`src/rtl/accum_pkg.sv`:
```
// Shared types and saturation bounds for the sequence accumulator.
// Bounds are built at a fixed wide width and truncated by the user to ACCW bits.
package accum_pkg;

  typedef enum logic {
    IDLE,
    ACCUM
  } state_e;

  localparam int unsigned SAT_MAXW = 128;

  function automatic logic [SAT_MAXW-1:0] sat_max(input int unsigned w);
    return (SAT_MAXW'(1) << (w - 1)) - SAT_MAXW'(1);
  endfunction

  // Low w bits of the complement are 1000...0, the most negative w-bit value.
  function automatic logic [SAT_MAXW-1:0] sat_min(input int unsigned w);
    return ~sat_max(w);
  endfunction

endpackage

```
`src/rtl/sat_adder.sv`:
```
// Combinational signed add of a DATAW beat into an ACCW partial sum,
// clamped to the ACCW signed range with an overflow indication.
module sat_adder
  import accum_pkg::*;
#(
  parameter int DATAW = 32,
  parameter int ACCW  = 48
) (
  input  logic signed [ACCW-1:0]  partial,
  input  logic signed [DATAW-1:0] data,
  output logic signed [ACCW-1:0]  sum,
  output logic                    overflow
);

  localparam logic signed [ACCW-1:0] MAX_V = ACCW'(sat_max(ACCW));
  localparam logic signed [ACCW-1:0] MIN_V = ACCW'(sat_min(ACCW));

  logic signed [ACCW:0] wide;

  always_comb begin
    wide     = (ACCW+1)'(partial) + (ACCW+1)'(data);
    // One guard bit: overflow iff the top two bits of the wide sum disagree.
    overflow = wide[ACCW] ^ wide[ACCW-1];
    if (overflow) begin
      sum = wide[ACCW] ? MIN_V : MAX_V;
    end else begin
      sum = wide[ACCW-1:0];
    end
  end

endmodule

```
`src/rtl/seq_accumulator.sv`:
```
// Accumulates groups of signed beats into a saturating register and emits
// one result per group over a valid/ready handshake.
module seq_accumulator
  import accum_pkg::*;
#(
  parameter int DATAW        = 32,
  parameter int ACCW         = 48,
  parameter int LENW         = 8,
  parameter bit BACKPRESSURE = 1'b1
) (
  input  logic                    clk,
  input  logic                    rst_n,
  input  logic signed [DATAW-1:0] data_i,
  input  logic [LENW-1:0]         len_i,
  input  logic                    valid_i,
  output logic                    ready_o,
  output logic signed [ACCW-1:0]  acc_o,
  output logic                    sat_o,
  output logic                    valid_o,
  input  logic                    ready_i
);

  state_e                 state, state_n;
  logic [LENW-1:0]        cnt, cnt_n;
  logic [LENW-1:0]        len_q, len_n;
  logic [LENW-1:0]        first_len, cnt_inc;
  logic signed [ACCW-1:0] partial, partial_n;
  logic signed [ACCW-1:0] acc_n;
  logic signed [ACCW-1:0] add_sum;
  logic                   add_ovf;
  logic                   sat_q, sat_n, sat_out_n, valid_n;
  logic                   ds_ready, take, emit;

  assign ds_ready  = BACKPRESSURE ? ready_i : 1'b1;
  assign ready_o   = BACKPRESSURE ? (!valid_o || ready_i) : 1'b1;
  assign take      = valid_i && ready_o;
  assign first_len = (len_i == '0) ? LENW'(1) : len_i;
  assign cnt_inc   = cnt + LENW'(1);

  sat_adder #(
    .DATAW(DATAW),
    .ACCW (ACCW)
  ) u_add (
    .partial (partial),
    .data    (data_i),
    .sum     (add_sum),
    .overflow(add_ovf)
  );

  always_comb begin
    state_n   = state;
    cnt_n     = cnt;
    len_n     = len_q;
    partial_n = partial;
    sat_n     = sat_q;
    acc_n     = acc_o;
    sat_out_n = sat_o;
    emit      = 1'b0;
    valid_n   = valid_o && !ds_ready;

    unique case (state)
      IDLE: begin
        if (take) begin
          len_n     = first_len;
          partial_n = ACCW'(data_i);
          sat_n     = 1'b0;
          cnt_n     = LENW'(1);
          // Single-beat groups complete without ever entering ACCUM.
          if (first_len == LENW'(1)) begin
            emit      = 1'b1;
            acc_n     = ACCW'(data_i);
            sat_out_n = 1'b0;
            cnt_n     = '0;
          end else begin
            state_n = ACCUM;
          end
        end
      end
      ACCUM: begin
        if (take) begin
          partial_n = add_sum;
          sat_n     = sat_q | add_ovf;
          cnt_n     = cnt_inc;
          if (cnt_inc == len_q) begin
            emit      = 1'b1;
            acc_n     = add_sum;
            sat_out_n = sat_q | add_ovf;
            cnt_n     = '0;
            state_n   = IDLE;
          end
        end
      end
      default: state_n = IDLE;
    endcase

    if (emit) begin
      valid_n = 1'b1;
    end
  end

  always_ff @(posedge clk or posedge rst_n) begin
    if (rst_n) begin
      state   <= IDLE;
      cnt     <= '0;
      len_q   <= '0;
      partial <= '0;
      sat_q   <= 1'b0;
      acc_o   <= '0;
      sat_o   <= 1'b0;
      valid_o <= 1'b0;
    end else begin
      state   <= state_n;
      cnt     <= cnt_n;
      len_q   <= len_n;
      partial <= partial_n;
      sat_q   <= sat_n;
      acc_o   <= acc_n;
      sat_o   <= sat_out_n;
      valid_o <= valid_n;
    end
  end

endmodule

```
`config.mk`:
```
export PLATFORM = sky130hd
export DESIGN_NAME = seq_accumulator
export DESIGN_NICKNAME = d
export VERILOG_FILES = /design/src/rtl/accum_pkg.sv /design/src/rtl/sat_adder.sv /design/src/rtl/seq_accumulator.sv
export SDC_FILE = /design/constraint.sdc
export NUM_CORES = 1
export LEC_CHECK = 0
export BUFFER_PORTS_ARGS = -buffer_cell sky130_fd_sc_hd__clkbuf_2
export CAP_MARGIN = 25
export CORE_ASPECT_RATIO = 0.9
export CORE_UTILIZATION = 32
export DETAILED_ROUTE_END_ITERATION = 8
export PLACE_DENSITY = 0.49
export SYNTH_ARGS = -nofsm -noshare
export SYNTH_HDL_FRONTEND = slang
export SYNTH_SLANG_ARGS = --single-unit
```
`constraint.sdc`:
```
create_clock -name clk -period 3.9 [get_ports clk]
set_input_delay 0.975 -clock clk [delete_from_list [all_inputs] [get_ports clk]]
set_output_delay 0.975 -clock clk [all_outputs]
set_load 0.02 [all_outputs]
```
==> flow_metrics.tcl, run 1 <==
set metrics [dict create \
    fin_nets 1192 \
    synth_area_sq_um 7810 \
    routabilityCongestion 0.920 \
    critical-path-slowest-cell "a2bb2oi_2" \
    pre_cts_ws_ns -0.167 \
    crit_type "in2reg" \
    ys_ff_latch 116 \
    path_buf_inv 3 \
    synth_top_area_share_pct 37.2 \
    wl_mm 24.0 \
    p_leak_nw 4.49 \
    max_slew_margin_pct 59.7 \
    ios 95 \
    critPathLaunchType "input pin" \
    post-route-period-util_pct 93.3 \
    p_total_mw 9.83 \
    status "finished clean" \
    path_max_fanout 12 \
    coreArea_sq_um 23700 \
    yosysSeqAreaShare_pct 37.2 \
    die_area_sq_um 25000 \
    finalSetupViolCount 0 \
    holdBufCountCts 0 \
    cpPeakStageDelay_ns 0.41 \
    required_ns 4.20 \
    track_usage_pct 19.9 \
    hpwl_mm 18.0 \
    ys.flop_type "dfrtp_1" \
    worst-r2r-setup-slack_ns 0.58 \
    hold_viol_final 0 \
    end_kind "register" \
    arrival_ns 3.94 \
    hold_class "reg2reg" \
    rr_worst_depth 14 \
    worstReg2RegStart "partial[0]" \
    ir_drop_mv 0.306 \
    final_core_util_pct 41.8 \
    wire_per_inst_microns 17.0 \
    yosys-top-cells-count "117 x a21oi_1, 116 x dfrtp_1, 108 x nand2_1, 89 x nor2_1, 75 x o21ai_0" \
    clockBufferDepth 2 \
    synth_cell_types 65 \
    power_density_nw_per_um2 992 \
    die_w_microns 167 \
    fill_cells 2393 \
    synth_area_leader_cell "dfrtp_1" \
    fp.dieH_microns 150 \
    final_area_sq_um 9900 \
    whs_ns 0.479 \
    synth_cells 927 \
    overflow 0 \
    port_buffers 94 \
    post_cts_buffers 0 \
    layout_setup_ws_ns 0.262 \
    diodes 0 \
    vias 7320 \
    cp_top_family "compound AO/OA/AOI/OAI gates" \
    via_per_inst 5.18 \
    drc 0 \
    grt_pass1_wl_mm 39.0 \
    grt_max_degree 58 \
    synthArstFlopShare_pct 100 \
    worst_slew_pin_slew_ns 0.604 \
    yosys_warnings 0 \
    grt_pass1_vias 7162 \
    worstHoldStart "acc_o[5]" \
    post_cts_resized 0 \
    hold_depth 2 \
    antenna_found_initial 0 \
    drv_cap 0 \
    cts-root-buf "clkbuf_16" \
    fin_crit_ns 3.64 \
    cts_tree "built" \
    clkTransAtPathRegs_ns 0.06 \
    start_util_pct 33.0 \
    hold_end "acc_o[5]" \
    r2r_end "partial[42]" \
    area_growth_pct 26.8 \
    synth.most_common_cell "a21oi_1" \
    initialDrtViolationCount 480 \
    slew_viol_final 0 \
    synth.area.top_cells "dfrtp_1 37%, ha_1 7.9%, a21oi_1 7.5%" \
    placed_area_sq_um 9310 \
    rsz0062_at_grt "no" \
    drive_gt1_share_pct 23.0 \
    numCtsBuffers 17 \
    finClkSkew_ns 0.0117 \
    clk_latency_ns 0.43 \
    rows 53 \
    synth_edf_count 0 \
    fmax_mhz 275 \
    syn_nets 1021 \
    syn_area_per_cell_sq_um 8.42 \
    drtAntennaViolNets 0 \
    crit_chain "clkbuf_2, ha_1, buf_4, a21oi_1, o21ai_0, a21o_1, a21oi_1, o21a_1, o21a_1, a2bb2oi_2, nor2_4, buf_4, nor4_1, o21ai_0" \
    cts.sinks 116 \
    cts.htree.levels 4 \
    dr.pass1.iters 8 \
]
[layout make-up]
cell class | count | area, sq um | share of cell area, %
clock buffers | 19 | 443 | 4.47
inverters | 25 | 97.6 | 0.986
multi-input cells | 739 | 4610 | 46.5
well taps | 302 | 378 | 3.82
repair buffers | 199 | 1320 | 13.3
clock inverters | 13 | 151 | 1.53
flip-flops and latches | 116 | 2900 | 29.3
[power by group]
| part | total (mW) | internal (mW) | switching, mW |
|---|---|---|---|
| combinational | 6.11 | 2.63 | 3.49 |
| sequential | 2.09 | 1.75 | 0.342 |
| clock | 1.62 | 0.965 | 0.655 |
[worst min-delay path, delay by kind of cell, from the launching register on]
family,cells,cell delay [ns]
and+or+nand+nor,1,0.04
AOI/OAI and AO/OA,1,0.06
DFF,1,0.34
[stage by stage]
| stage | cells | setup TNS [ns] |
|---|---|---|
| floorplan | 927 | 0 |
| global placement | 1381 | -3.99 |
| detailed placement | 1381 | -5.27 |
| CTS | 1413 | 0 |
| global route | 1413 | 0 |
| finish | 1413 | 0 |
[worst max-delay path by stage]
stage / endpoint / startpoint / cells after the start
floorplan: partial[33] / data_i[0] / 14
global placement: partial[11] / data_i[31] / 11
detailed placement: acc_o[8] / data_i[31] / 11
CTS: acc_o[14] / data_i[31] / 11
global route: acc_o[20] / data_i[31] / 14
finish: acc_o[20] / data_i[31] / 14
[flip-flops by register name, indices dropped and copies added, names as in the netlist]
register and count:
acc_o 48, valid_o 1, state 1, len_q 8
sat_q 1, sat_o 1, partial 48, cnt 8
[per-layer routing]
layer	routed length (microns)	track usage [%]	up-vias
met3	1020	3.79	20
met5	0	0	-
met4	347	5.65	0
li1	-	-	3695
met1	12500	29.0	3450
met2	10200	29.9	155
[kinds of logic (layout without fill, tap and decap cells)]
kind of cell               after synthesis  in the layout  synth area share [%]
and+or+nand+nor                        286            286                  16.3
DFF                                    116            116                  37.2
xor gates and xnor gates                57             57                  6.63
muxes                                    7              7                  1.01
AOI/OAI and AO/OA                      339            339                  26.8
adders and majority gates               50             50                  8.11
buffers and inverters                   72            256                  3.96
[layout by cell type (no fill, tap or decap), drive strengths merged, types with 14 or more instances in the layout]
| cell | Yosys | final |
|---|---|---|
| a21oi | 120 | 120 |
| nor3 | 14 | 14 |
| o21ai | 94 | 94 |
| inv | 25 | 26 |
| nand3 | 16 | 16 |
| xnor2 | 35 | 35 |
| a211oi | 18 | 18 |
| a22oi | 16 | 16 |
| buf | 17 | 105 |
| ha | 49 | 49 |
| nor2 | 91 | 91 |
| xor2 | 22 | 22 |
| clkbuf | 30 | 113 |
| nand2 | 108 | 108 |
| dfrtp | 116 | 116 |
(Power assumes the default switching activity.)
==> inputs of run 2 (changes only) <==
--- a/config.mk
+++ b/config.mk
@@ -10,7 +10,7 @@
 export CORE_ASPECT_RATIO = 0.9
 export CORE_UTILIZATION = 32
 export DETAILED_ROUTE_END_ITERATION = 8
-export PLACE_DENSITY = 0.49
+export PLACE_DENSITY = 0.6
 export SYNTH_ARGS = -nofsm -noshare
 export SYNTH_HDL_FRONTEND = slang
 export SYNTH_SLANG_ARGS = --single-unit
==> run 2 against run 1 <==
  * Routed wire length shrank 0.84%
  * First-iteration DRC count grew 28%
  * Largest power group unchanged
  * Global-route usage shrank 0.10 points
  * Clock skew up 0.0013 ns
  * Sequential cell count unchanged
==> flow_metrics.tcl, run 2 (same netlist as run 1, synthesis figures left out) <==
set metrics [dict create \
    status "finished clean" \
    post_cts_buffers 0 \
    cpPeakStageDelay_ns 0.45 \
    clockBufferDepth 2 \
    finalSetupViolCount 0 \
    drtAntennaViolNets 0 \
    p_leak_nw 4.54 \
    overflow 0 \
    pre_cts_ws_ns -0.319 \
    fin_crit_ns 3.72 \
    rsz0062_at_grt "no" \
    initialDrtViolationCount 616 \
    rows 53 \
    die_w_microns 167 \
    cts.htree.levels 4 \
    wl_mm 23.8 \
    coreArea_sq_um 23700 \
    slew_viol_final 0 \
    crit_type "in2reg" \
    end_kind "register" \
    start_util_pct 33.0 \
    final_core_util_pct 42.0 \
    layout_setup_ws_ns 0.182 \
    grt_pass1_wl_mm 39.1 \
    crit_chain "clkbuf_2, ha_1, inv_1, fa_1, nand2b_1, a21o_1, a21oi_1, a31o_2, a21oi_4, buf_4, o41a_1, o21ai_0, buf_4, nand4_1, a21boi_1, o22a_1" \
    finClkSkew_ns 0.0131 \
    ir_drop_mv 0.344 \
    hold_class "reg2reg" \
    hold_viol_final 0 \
    port_buffers 94 \
    layout_commonest_cell "a21oi_1" \
    ios 95 \
    path_buf_inv 4 \
    fp.dieH_microns 150 \
    multi_input_area_sq_um 4620 \
    grt_max_degree 68 \
    antenna_found_initial 0 \
    clk_latency_ns 0.43 \
    numCtsBuffers 17 \
    routabilityCongestion 0.905 \
    power_density_nw_per_um2 990 \
    drv_cap 0 \
    vias 7510 \
    drc 0 \
    fin_nets 1199 \
    via_per_inst 5.29 \
    fill_cells 2404 \
    cts_tree "built" \
    critPathLaunchType "input pin" \
    cts-root-buf "clkbuf_16" \
    post-route-period-util_pct 95.3 \
    arrival_ns 4.08 \
    hpwl_mm 17.7 \
    layout_common_cells "117 x a21oi_1, 116 x dfrtp_1, 107 x nand2_1, 107 x buf_4, 94 x clkbuf_2" \
    cp_common_cell "buf_4" \
    fmax_mhz 269 \
    required_ns 4.26 \
    area_growth_pct 27.3 \
    regArea_sq_um 2900 \
    drive_gt1_share_pct 23.5 \
    track_usage_pct 19.8 \
    worst_slew_pin_slew_ns 0.838 \
    die_area_sq_um 25000 \
    reg.largest.list "acc_o: 48 flops, partial: 48 flops" \
    diodes 0 \
    max_slew_margin_pct 44.1 \
    cts.sinks 116 \
    cp_top_family "compound AO/OA/AOI/OAI gates" \
    grt_pass1_vias 7407 \
    critical-path-slowest-cell "o41a_1" \
    path_max_fanout 4 \
    wire_per_inst_microns 16.8 \
    dr.pass1.iters 5 \
    clkTransAtPathRegs_ns 0.05 \
]
==> run 2: through the flow <==
stage / hold WS, ns / instances / setup TNS (ns) / area, sq um / power [mW]
after floorplan: 0.454 / 927 / 0 / 7810 / 6.02
after global placement: 0.462 / 1388 / -1.95 / 9360 / 8.14
after detailed placement: 0.471 / 1388 / -8.13 / 9360 / 8.21
after CTS: 0.483 / 1419 / 0 / 9920 / 9.81
after global routing: 0.515 / 1419 / 0 / 9940 / 10.7
final: 0.475 / 1419 / 0 / 9940 / 9.84
==> run 2: worst paths after layout <==
check / startpoint / to / slack (ns) / cells past startpoint
max in group asynchronous: rst_n / acc_o[28] / 2.57 / 3
min in group asynchronous: rst_n / cnt[0] / 0.57 / 2
min: acc_o[29] / acc_o[29] / 0.47 / 2
max reg2reg: partial[0] / partial[42] / 0.47 / 15
max: data_i[0] / partial[42] / 0.18 / 16
min reg2reg: acc_o[29] / acc_o[29] / 0.47 / 2
==> run 2: what timing repair did <==
action / 4_1_cts / 5_1_grt
gates resized for setup: 0 / 3
setup endpoints to repair: 0 / 7
hold buffers: 0 / 0
==> run 2: worst reg2reg max path: cells and delay by family, from the launching register on <==
family | cells | cell delay (ns)
simple gates | 2 | 0.29
buf+inv | 3 | 0.39
fa+ha+maj | 2 | 0.56
compound gates | 8 | 1.80
flops | 1 | 0.35
==> run 2: layout make-up <==
cell class                      instances  share of cell area, %
Inverter                               25                  0.982
Clock inverter                         11                   1.11
Sequential cell                       116                   29.2
Multi-Input combinational cell        739                   46.5
Timing Repair Buffer                  206                   13.8
Clock buffer                           20                   4.59
Tap cell                              302                   3.80
==> run 2: per-layer routing <==
layer	vias to the layer above	track usage (%)	part of all wire (%)
li1	3710	-	-
met1	3575	28.0	51
met2	190	30.4	43
met3	35	3.65	4.2
met4	0	6.48	2.1
met5	-	0	0
==> run 2: report_power, final <==
part	switching, mW	total (mW)	leakage (nW)	internal, mW
clock	0.586	1.55	0.281	0.960
combinational	3.54	6.19	2.85	2.65
sequential	0.349	2.10	1.40	1.75
==> inputs of run 3 (changes only) <==
--- a/config.mk
+++ b/config.mk
@@ -8,9 +8,10 @@
 export BUFFER_PORTS_ARGS = -buffer_cell sky130_fd_sc_hd__clkbuf_2
 export CAP_MARGIN = 25
 export CORE_ASPECT_RATIO = 0.9
-export CORE_UTILIZATION = 32
+export CORE_UTILIZATION = 54
 export DETAILED_ROUTE_END_ITERATION = 8
-export PLACE_DENSITY = 0.6
+export PLACE_DENSITY = 0.87
+export REMOVE_ABC_BUFFERS = 1
 export SYNTH_ARGS = -nofsm -noshare
 export SYNTH_HDL_FRONTEND = slang
 export SYNTH_SLANG_ARGS = --single-unit
==> run 3 against run 2 <==
  * Sequential share of layout area grew 1.5 points
  * Combinational power fell by 4.7%
  * Fmax grew 2.4%
  * Setup slack improved by 0.086 ns
  * Sequential power barely moved
  * Clock skew grew 0.00082 ns
  * Clock power down 10%
  * Sequential cell count did not move
  * Worst hold slack improved by 0.0042 ns
  * Critical endpoint is now partial[20]
==> flow_metrics.tcl, run 3 (same netlist as run 1, synthesis figures left out) <==
set metrics [dict create \
    status "finished clean" \
    port_buffers 94 \
    rsz0062_at_grt "no" \
    fin_cells 1273 \
    worst_slew_pin_slew_ns 0.727 \
    regArea_sq_um 2900 \
    layout_commonest_cell "a21oi_1" \
    cts_tree "built" \
    grt_pass1_vias 7377 \
    hold_viol_final 0 \
    drtAntennaViolNets 0 \
    layout_common_cells "117 x a21oi_1, 116 x dfrtp_1, 107 x nand2_1" \
    initialDrtViolationCount 763 \
    crit_chain "clkbuf_2, ha_1, buf_4, a21oi_1, o21ai_0, a21o_1, a21oi_1, o21a_1, o21a_1, a2bb2oi_4, nor2_4, buf_4, nor4_2, o21ai_0" \
    vias 7602 \
    die_w_microns 129 \
    slew_viol_final 0 \
    coreArea_sq_um 14100 \
    fp.dieH_microns 116 \
    overflow 0 \
    switching_power_mw 4.43 \
    cp_top_family "compound AO/OA/AOI/OAI gates" \
    critical-path-slowest-cell "nor4_2" \
    multi_input_area_sq_um 4620 \
    routabilityCongestion 1.01 \
    rr_worst_depth 14 \
    end_kind "register" \
    required_ns 4.19 \
    die_area_sq_um 14900 \
    cts.htree.levels 4 \
    drc 0 \
    grt_max_degree 62 \
    fmax_mhz 275 \
    clockBufferDepth 2 \
    placed_cells 1242 \
    p_leak_nw 4.31 \
    cpPeakStageDelay_ns 0.39 \
    rows 41 \
    start_util_pct 55.6 \
    reg.largest.list "acc_o: 48 flops, partial: 48 flops" \
    clk_latency_ns 0.43 \
    power.internal_mw 4.97 \
    drv_cap 0 \
    final_area_sq_um 9450 \
    diodes 0 \
    post-route-period-util_pct 93.1 \
    dr.pass1.iters 5 \
    cts.sinks 116 \
    power_density_nw_per_um2 994 \
    finClkSkew_ns 0.0139 \
    hold_depth 2 \
    antenna_found_initial 0 \
    drive_gt1_share_pct 20.7 \
    fin_crit_ns 3.63 \
    grt_pass1_wl_mm 36.1 \
    cts-root-buf "clkbuf_16" \
    wire_per_inst_microns 17.4 \
    path_buf_inv 3 \
    placed_area_sq_um 8920 \
    final_core_util_pct 67.3 \
    p_comb_share_pct 62.8 \
    cp.depth 14 \
    fin_nets 1162 \
    track_usage_pct 31.3 \
    clkTransAtPathRegs_ns 0.06 \
    path_max_fanout 10 \
    crit_type "in2reg" \
    area_growth_pct 21.1 \
    ios 95 \
    hpwl_mm 16.0 \
    critPathLaunchType "input pin" \
    arrival_ns 3.92 \
    wl_mm 22.1 \
    p_sw_share_pct 47.1 \
    max_slew_margin_pct 51.6 \
    holdBufCountCts 0 \
    finalSetupViolCount 0 \
    p_seq_share_pct 22.3 \
    hold_class "reg2reg" \
    via_per_inst 5.97 \
    numCtsBuffers 17 \
    fill_cells 1184 \
    p_clk_share_pct 14.8 \
    ir_drop_mv 0.536 \
]
==> run 3: metal layers <==
| metal | global-route usage (%) | up-vias | share of wire [%] |
|---|---|---|---|
| met3 | 6.37 | 53 | 6.4 |
| met4 | 13.9 | 0 | 2.9 |
| met2 | 48.8 | 305 | 45 |
| li1 | - | 3634 | - |
| met5 | 0 | - | 0 |
| met1 | 42.4 | 3610 | 46 |
==> run 3: final timing paths <==
path | startpoint | endpoint | slack (ns)
worst max-delay path | data_i[31] | partial[20] | 0.27
worst min-delay path | acc_o[12] | acc_o[12] | 0.48
worst max register to register | partial[0] | acc_o[42] | 0.57
worst min register to register | acc_o[12] | acc_o[12] | 0.48
max in group asynchronous | rst_n | acc_o[25] | 2.47
min in group asynchronous | rst_n | acc_o[47] | 0.66
==> run 3: area by class of cell <==
type,instances,area share (%)
multi-input combinational,739,48.9
clock inverter,12,0.913
sequential,116,30.7
inverter,25,1.02
tap,193,2.55
timing repair buffer,169,11.3
clock buffer,19,4.58
==> run 3: repair_timing <==
action                                  4_1_cts  5_1_grt
setup buffers                                 0        0
hold endpoints to repair                      0        0
resized for setup                             0        2
endpoints found under the setup margin        0       10
==> run 3: stage by stage <==
step	TNS, ns	total power, mW	setup slack [ns]	hold slack, ns
after floorplan	-68.31	5.90	-0.782	0.454
after global placement	-0.300	7.68	-0.0916	0.465
after detailed placement	-6.91	7.83	-0.312	0.473
after CTS	0	9.28	0.125	0.486
after global routing	0	10.1	0.0487	0.507
final	0	9.39	0.268	0.479
==> run 3: power by group through the flow <==
stage | registers (mW) | clock network, mW | logic (mW)
detailed placement | 2.10 | 0 | 5.73
floorplan | 2.29 | 0 | 3.61
CTS | 2.09 | 1.40 | 5.79
finish | 2.10 | 1.39 | 5.90
global placement | 2.08 | 0 | 5.60
global route | 2.15 | 1.47 | 6.48
==> run 3: worst min-delay path: stages, from the launching register on <==
cell and delay [ns]:
dfrtp_1 0.34, nand2_1 0.05, o21ai_1 0.06
